==> config.mk <==
export PLATFORM = sky130hd
export DESIGN_NAME = digest_uart_sender
export DESIGN_NICKNAME = d
export VERILOG_FILES = /design/src/rtl/accel_pkg.sv /design/src/rtl/uart_tx_byte.sv /design/src/rtl/digest_uart_sender.sv
export SDC_FILE = /design/constraint.sdc
export NUM_CORES = 1
export LEC_CHECK = 0
export BUFFER_PORTS_ARGS = -buffer_cell sky130_fd_sc_hd__buf_2
export CAP_MARGIN = 20
export CORE_MARGIN = 5
export CORE_UTILIZATION = 55
export CTS_CLUSTER_DIAMETER = 100
export DETAILED_ROUTE_END_ITERATION = 10
export PLACE_DENSITY = 0.87
export SLEW_MARGIN = 20
export SYNTH_ARGS = -nofsm -noshare
export SYNTH_HDL_FRONTEND = slang
export SYNTH_HIERARCHICAL = 1
export SYNTH_SLANG_ARGS = --single-unit
export TNS_END_PERCENT = 100
==> constraint.sdc <==
create_clock -name clk -period 4.13 [get_ports clk]
set_input_delay 0.413 -clock clk [delete_from_list [all_inputs] [get_ports clk]]
set_output_delay 0.413 -clock clk [all_outputs]
set_load 0.05 [all_outputs]
==> src/rtl/accel_pkg.sv <==
// accel_pkg: shared types and helpers for the digest UART sender.
package accel_pkg;

    typedef enum logic [1:0] {IDLE, SEND, DONE} sender_state_e;

    localparam int UART_FRAME_BITS = 10;

    function automatic int calc_clks_per_bit(input int clk_freq_hz, input int baud);
        return clk_freq_hz / baud;
    endfunction

endpackage

==> src/rtl/uart_tx_byte.sv <==
// uart_tx_byte: 8N1 byte serializer; a start in the final stop-bit cycle chains frames gaplessly.
module uart_tx_byte
    import accel_pkg::*;
#(
    parameter int CLKS_PER_BIT = 4
) (
    input  logic       clk,
    input  logic       rst_i,
    input  logic       start_i,
    input  logic [7:0] data_i,
    output logic       tx_o,
    output logic       done_o
);

    localparam int BW = (CLKS_PER_BIT > 1) ? $clog2(CLKS_PER_BIT) : 1;
    localparam logic [BW-1:0] BAUD_LAST = BW'(CLKS_PER_BIT - 1);
    localparam logic [3:0] BIT_LAST = 4'(UART_FRAME_BITS - 1);

    logic [BW-1:0] baud_q, baud_d;
    logic [3:0]    bit_q, bit_d;
    logic [7:0]    sh_q, sh_d;
    logic          tx_q, tx_d;
    logic          busy_q, busy_d;
    logic          wrap;

    always_comb begin
        wrap   = busy_q && baud_q == BAUD_LAST;
        baud_d = (busy_q && !wrap) ? baud_q + 1'b1 : '0;
        bit_d  = bit_q;
        sh_d   = sh_q;
        tx_d   = tx_q;
        busy_d = busy_q;
        if (wrap) begin
            bit_d = bit_q + 1'b1;
            tx_d  = (bit_q < 4'd8) ? sh_q[0] : 1'b1;
            sh_d  = sh_q >> 1;
            if (bit_q == BIT_LAST) begin
                bit_d  = '0;
                busy_d = 1'b0;
            end
        end
        if (start_i) begin
            baud_d = '0;
            bit_d  = '0;
            sh_d   = data_i;
            tx_d   = 1'b0;
            busy_d = 1'b1;
        end
    end

    always_ff @(posedge clk) begin
        if (rst_i) begin
            baud_q <= '0;
            bit_q  <= '0;
            sh_q   <= '0;
            tx_q   <= 1'b1;
            busy_q <= 1'b0;
        end else begin
            baud_q <= baud_d;
            bit_q  <= bit_d;
            sh_q   <= sh_d;
            tx_q   <= tx_d;
            busy_q <= busy_d;
        end
    end

    assign tx_o   = tx_q;
    assign done_o = wrap && bit_q == BIT_LAST;

endmodule

==> src/rtl/digest_uart_sender.sv <==
// digest_uart_sender: latches the digest once per write phase and streams it MSB byte first over 8N1 UART.
module digest_uart_sender
    import accel_pkg::*;
#(
    parameter int CLK_FREQ_HZ = 100_000_000,
    parameter int BAUD        = 115200,
    parameter int DIGEST_BITS = 256
) (
    input  logic                   clk,
    input  logic                   rst_i,
    input  logic                   write_enable,
    input  logic [DIGEST_BITS-1:0] digest_i,
    output logic                   uart_tx_o,
    output logic                   finished_sending,
    output logic                   busy_o
);

    localparam int CLKS_PER_BIT = calc_clks_per_bit(CLK_FREQ_HZ, BAUD);
    localparam int NUM_BYTES    = DIGEST_BITS / 8;
    localparam int IW           = $clog2(NUM_BYTES + 1);
    localparam logic [IW-1:0] LAST_BYTE = IW'(NUM_BYTES - 1);

    if (DIGEST_BITS % 8 != 0) begin : g_bad_digest
        $error("DIGEST_BITS must be a multiple of 8");
    end
    if (CLKS_PER_BIT < 2) begin : g_bad_baud
        $error("CLKS_PER_BIT must be at least 2");
    end

    sender_state_e          state_q, state_d;
    logic [DIGEST_BITS-1:0] shift_q, shift_d;
    logic [IW-1:0]          byte_q, byte_d;
    logic                   armed_q, armed_d;
    logic                   launch, tx_start, tx_done;
    logic [7:0]             tx_data;

    assign launch = state_q == IDLE && write_enable && armed_q;

    // shift_q holds the bytes still to be handed to the serializer, next one on top
    always_comb begin
        state_d  = state_q;
        shift_d  = shift_q;
        byte_d   = byte_q;
        armed_d  = armed_q | ~write_enable;
        tx_start = 1'b0;
        tx_data  = shift_q[DIGEST_BITS-1 -: 8];
        if (launch) begin
            state_d  = SEND;
            armed_d  = 1'b0;
            shift_d  = digest_i << 8;
            byte_d   = '0;
            tx_start = 1'b1;
            tx_data  = digest_i[DIGEST_BITS-1 -: 8];
        end else if (state_q == SEND && tx_done) begin
            if (byte_q == LAST_BYTE) begin
                state_d = DONE;
            end else begin
                byte_d   = byte_q + 1'b1;
                shift_d  = shift_q << 8;
                tx_start = 1'b1;
            end
        end else if (state_q == DONE) begin
            state_d = IDLE;
        end
    end

    always_ff @(posedge clk) begin
        if (rst_i) begin
            state_q <= IDLE;
            shift_q <= '0;
            byte_q  <= '0;
            armed_q <= 1'b1;
        end else begin
            state_q <= state_d;
            shift_q <= shift_d;
            byte_q  <= byte_d;
            armed_q <= armed_d;
        end
    end

    uart_tx_byte #(
        .CLKS_PER_BIT(CLKS_PER_BIT)
    ) u_tx (
        .clk    (clk),
        .rst_i  (rst_i),
        .start_i(tx_start),
        .data_i (tx_data),
        .tx_o   (uart_tx_o),
        .done_o (tx_done)
    );

    assign finished_sending = state_q == DONE;
    assign busy_o           = state_q == SEND;

endmodule
==> results of run 1 <==
-- cell type report --
cell class,count,area (sq um)
Clock inverter,12,188
Timing Repair Buffer,270,1470
Multi-Input combinational cell,1137,5940
Inverter,5,18.8
Tap cell,280,350
Clock buffer,40,797
Sequential cell,281,5630
Fill cell,1817,7570
-- kinds of logic (layout without fill, tap and decap cells) --
| group | after synthesis | in the layout | share of synthesized area |
|---|---|---|---|
| AND/OR/NAND/NOR | 607 | 607 | 0.198 |
| AO/OA/AOI/OAI | 515 | 515 | 0.271 |
| flip-flops | 281 | 281 | 0.456 |
| buffers and inverters | 150 | 327 | 0.0638 |
| XOR/XNOR | 11 | 11 | 0.00781 |
| adder cells (fa/ha/maj) | 2 | 2 | 0.00203 |
| multiplexers | 2 | 2 | 0.00162 |
-- per-stage QoR --
| step | utilization | instances | hold WS (ns) |
|---|---|---|---|
| floorplan | - | 1568 | 0.426 |
| global placement | 0.610 | 1973 | 0.440 |
| detailed placement | 0.610 | 1973 | 0.448 |
| CTS | 0.655 | 2025 | 0.0889 |
| global route | 0.655 | 2025 | 0.0831 |
| finish | 0.655 | 2025 | 0.108 |
-- worst paths after layout --
kind	start	endpoint	slack [ns]	cells after the start
setup / recovery	u_tx/baud_q[0]	u_tx/tx_o	0.78	9
hold / removal	write_enable	armed_q	0.11	2
setup reg to reg	u_tx/baud_q[0]	u_tx/tx_o	0.78	9
hold reg to reg	shift_q[189]	shift_q[189]	0.46	2
-- state kept, by name (all words and copies together) (netlist names) --
| register | count |
|---|---|
| state_q | 2 |
| u_tx/busy_q | 1 |
| u_tx/sh_q | 8 |
| u_tx/bit_q | 4 |
| byte_q | 6 |
| u_tx/tx_o | 1 |
| shift_q | 248 |
| u_tx/baud_q | 10 |
| armed_q | 1 |
-- report_power, final --
part | switching, mW | internal, mW | total, mW
Clock | 1.05 | 1.65 | 2.70
Combinational | 0.472 | 0.338 | 0.810
Sequential | 0.136 | 2.95 | 3.08
Total | 1.66 | 4.94 | 6.60
-- routing by layer --
layer	share of wire	vias up	wire [um]	global-route usage
li1	-	5762	-	-
met1	0.43	5490	13900	0.333
met2	0.48	432	15600	0.382
met3	0.065	71	2120	0.0335
met4	0.025	0	797	0.0682
met5	0	-	0	0
-- cells in the mapped netlist (2+ instances only) --
master,count,area share
a2111oi_2,7,0.0085
a211oi_1,225,0.14
a211oi_2,15,0.015
a21oi_1,257,0.10
and3_1,2,0.0010
and4bb_2,2,0.0020
buf_1,8,0.0024
buf_2,41,0.017
buf_4,3,0.0018
buf_6,20,0.018
clkbuf_1,72,0.022
dfxtp_1,281,0.46
ha_1,2,0.0020
inv_1,4,0.0012
mux2i_1,2,0.0016
nand2_1,280,0.085
nand2b_1,3,0.0015
nand3_1,16,0.0065
nand4_1,5,0.0025
nor2_1,272,0.083
nor2b_1,2,0.0010
nor3_1,9,0.0037
nor3b_1,2,0.0012
o21ai_0,5,0.0020
or2_2,2,0.0010
or4_1,3,0.0018
xnor2_1,4,0.0028
xor2_1,7,0.0050
==> flow_summary.ini, run 1 <==
[status]
outcome = finished, final reports clean

[final_layout]
final_area_sq_mm = 0.0144
final_cell_mix = dfxtp_1, nand2_1, nor2_1
final_common_cell = dfxtp_1
drive_above_1_share = 0.199
diodes = 0
synthToLayoutAreaGrowth_pct = 16.7
nets = 1985

[setup_path]
endpoint_kind = flip-flop
criticalPathCategory = flip-flop to flip-flop
cp_top_family = simple AND/OR/NAND/NOR gates
critical_path.max_fanout = 19
cp_slowest_cell = nand2_1
crit_path_start_kind = flip-flop
crit_buf_inv = 1
max_stage_delay_ns = 0.44
path_cells = ha_1, and4bb_2, nand4_2, nor4b_2, and3b_1, o21ai_4, nand2_1, clkinv_1, a311o_1
cp.arrival_ns = 3.77
critPathRequiredTime_ns = 4.55

[placed_design]
place_area_sq_mm = 0.0134
gp_congestion = 0.849
io_buffers = 261
dp_slack_ns = 0.807
hpwl_mm = 20.0

[sta]
slew_violations = 0
rsz0062_at_grt = no
max_slew_margin = 0.138
clock.fmax_mhz = 298
period_minus_slack_ns = 3.35
setup_viol = 0
fin_crit_sh = 0.811
setup_ws_ns = 0.779
finClkSkew_ns = 0.00895
max_slew.worst_pin.slew_ns = 1.29
final-hold-violation-count = 0
fin_setup_tns_ns = 0

[min_path]
hp-class = input pin to flip-flop

[clocking]
cts-buffers-inserted = 29
cts_buffer_depth = 3
clk_pin_slew_ns = 0.06
cts_resized = 0
h-tree-depth = 1
clk_latency_ns = 0.53
cts_tree = built
clock-sinks = 281
cts_hold_buf = 0
root_buffer = clkbuf_16
post_cts_buffers = 0

[power]
power-per-cell-area_mw_per_mm2 = 459
total_power_mw = 6.60
vdd_drop_max_mv = 0.308
leakage_nw = 5.76

[floorplanning]
die_h_um = 160
placementRows = 54
ioPinCount = 262
start_util = 0.561
core_sq_mm = 0.0220
die_w_um = 160
design.die.area_sq_mm = 0.0255

[synthesis]
ys_async_sr_fraction = 0
synth-seq-cells = 281
syn_area_per_cell_sq_um = 7.86
mappedNetlistArea_sq_mm = 0.0123
ys_types = 45
syn_nets = 1829
synthCells = 1568
ys_warn_count = 6
synth_edf_count = 0
ys.flop_type = dfxtp_1
seq_area_frac_synth = 0.456

[routing]
drt-pass1-iter-count = 6
vias = 11800
ant_nets = 0
wire_per_inst_um = 16.0
totalWireLength_mm = 32.4
drt_iter0_markers = 1258
drcViolationCount = 0
via_per_inst = 5.80

[global_routing]
overflow = 0
grt_pass1_vias = 11000
grt_start_max_net_pins = 250
antenna_found_initial = 2
grt_pass1_wl_mm = 53.1
grt_usage = 0.237

[flow_run]
maxCapViolCount = 0
Note: power is estimated with default switching activity, not from simulation.
==> run 2, diff against run 1 <==
Settings changed: CORE_UTILIZATION 55 to 49, PLACE_DENSITY 0.87 to 0.83.
Clock period 4.13 ns to 3 ns, I/O delays scaled along.
==> run 2 against run 1 <==
Net effect:
- routed wire length rose by 6.4%
- worst hold slack got worse by 0.078 ns
- non-clock buffer count rose by 24
- clock skew rose by 0.0073 ns
- clock power rose by 38%
- die area rose by 11%
- highest routed layer unchanged
==> flow_summary.ini, run 2 (synthesis gave the netlist of run 1 again) <==
[sta]
period_minus_slack_ns = 2.81
fin_setup_tns_ns = 0
slew_violations = 0
fin_crit_sh = 0.938
max_slew_margin = 0.312
setup_viol = 0
clock.fmax_mhz = 356
final-hold-violation-count = 0
rsz0062_at_grt = no
max_slew.worst_pin.slew_ns = 1.03
finClkSkew_ns = 0.0162

[flow_run]
maxCapViolCount = 0

[min_path]
whs_path_depth = 3
hp-class = input pin to flip-flop
hp-start = digest_i[7]
min_to = shift_q[15]

[clocking]
clock-sinks = 281
cts_buffer_depth = 3
cts-buffers-inserted = 30
cts_tree = built
root_buffer = clkbuf_16
clk_latency_ns = 0.55
h-tree-depth = 1
clk_pin_slew_ns = 0.06

[final_layout]
reg_top3 = shift_q: 248 flops, u_tx/baud_q: 10 flops, u_tx/sh_q: 8 flops
regMostFlops = shift_q
drive_above_1_share = 0.210
nets = 2010
final_area_sq_mm = 0.0148
final_util = 0.593
synthToLayoutAreaGrowth_pct = 20.1
final_common_cell = dfxtp_1
final_cell_mix = dfxtp_1, nand2_1, nor2_1
instances_no_fill = 2103
largest_reg_flops = 248

[power]
cell_internal_pwr_mw = 6.77
power-per-cell-area_mw_per_mm2 = 616
seqPwrFrac = 0.465
leakage_nw = 5.93
power_switching_mw = 2.35
vdd_drop_max_mv = 0.459
combPwrFrac = 0.126
p_clk_frac = 0.409
switching_share = 0.257

[floorplanning]
start_util = 0.494
placementRows = 58
die_w_um = 169
core_sq_mm = 0.0250
die_h_um = 169
design.die.area_sq_mm = 0.0284
ioPinCount = 262

[global_routing]
grt_pass1_vias = 11100
overflow = 0
grt_start_max_net_pins = 250
grt_pass1_wl_mm = 53.5
grt_usage = 0.218
antenna_found_initial = 1

[setup_path]
r2r_cells = 9
critical_path.max_fanout = 125
endpoint_kind = flip-flop
criticalPathCategory = flip-flop to flip-flop
crit_path_start_kind = flip-flop
critPathRequiredTime_ns = 3.40
r2r_end = shift_q[195]
ff2ff_setup_slack_ns = 0.19
reg2reg_from = u_tx/baud_q[0]
cp.arrival_ns = 3.21

[routing]
vias = 12000
drt_iter0_markers = 1189
totalWireLength_mm = 34.5
drcViolationCount = 0
drt-pass1-iter-count = 7
via_per_inst = 5.69
wire_per_inst_um = 16.4
ant_nets = 0

[status]
outcome = finished, final reports clean

[placed_design]
gp_congestion = 0.856
place_area_sq_mm = 0.0136
dp_cells = 2032
hpwl_mm = 20.7
io_buffers = 261
==> run 2: how the worst max path moves through the flow <==
stage | start | end | cells after the start
3_3_place_gp | u_tx/baud_q[0] | shift_q[115] | 9
2_1_floorplan | u_tx/baud_q[0] | u_tx/sh_q[0] | 14
3_5_place_dp | u_tx/baud_q[0] | shift_q[94] | 9
6_report | u_tx/baud_q[0] | shift_q[195] | 9
5_1_grt | u_tx/baud_q[0] | shift_q[190] | 10
4_1_cts | u_tx/baud_q[0] | shift_q[195] | 10
==> run 2: what timing repair did <==
action / in CTS / in global routing
hold endpoints to repair: 7 / 0
resized for setup: 2 / 6
setup endpoints to repair: 4 / 184
cloned: 0 / 3
hold buffers: 7 / 0
buffers inserted: 0 / 5
==> run 2: worst max-delay path, cell delays in order (launching register included) <==
cell and delay, ns:
dfxtp_1 0.37, ha_1 0.24, and4bb_2 0.30, nand4_2 0.20, nor4b_4 0.30, and3b_2 0.28
o21ai_4 0.09, clkbuf_16 0.24, nand2_1 0.28, a211oi_2 0.10
==> run 2: layer usage <==
metal  track usage  up-vias  wire [um]
li1              -     5817          -
met1         0.299     5569      14700
met2         0.352      489      16400
met3        0.0308       82       2320
met4        0.0762        0       1060
met5             0        -          0
==> run 2: layout make-up <==
type	instances	area, sq um
Fill cell	2219	10200
Multi-Input combinational cell	1137	5970
Sequential cell	281	5630
Timing Repair Buffer	294	1770
Clock buffer	45	898
Tap cell	330	413
Clock inverter	10	105
Inverter	5	18.8
Antenna cell	1	2.50
==> run 2: power groups by stage <==
stage / combinational [mW] / sequential, mW / clock, mW
3_5_place_dp: 1.12 / 4.31 / 0
6_report: 1.15 / 4.24 / 3.73
4_1_cts: 1.14 / 4.23 / 3.80
3_3_place_gp: 1.09 / 4.31 / 0
2_1_floorplan: 0.770 / 4.26 / 0
5_1_grt: 1.30 / 4.27 / 3.95
==> run 2: metrics by stage <==
stage | power (mW) | setup slack [ns] | hold slack, ns
finish | 9.11 | 0.187 | 0.0305
global route | 9.51 | 0.000762 | 0.0311
detailed placement | 5.43 | 0.0342 | 0.452
CTS | 9.17 | 0.0570 | 0.00127
global placement | 5.39 | 0.130 | 0.440
floorplan | 5.03 | 0.0185 | 0.384
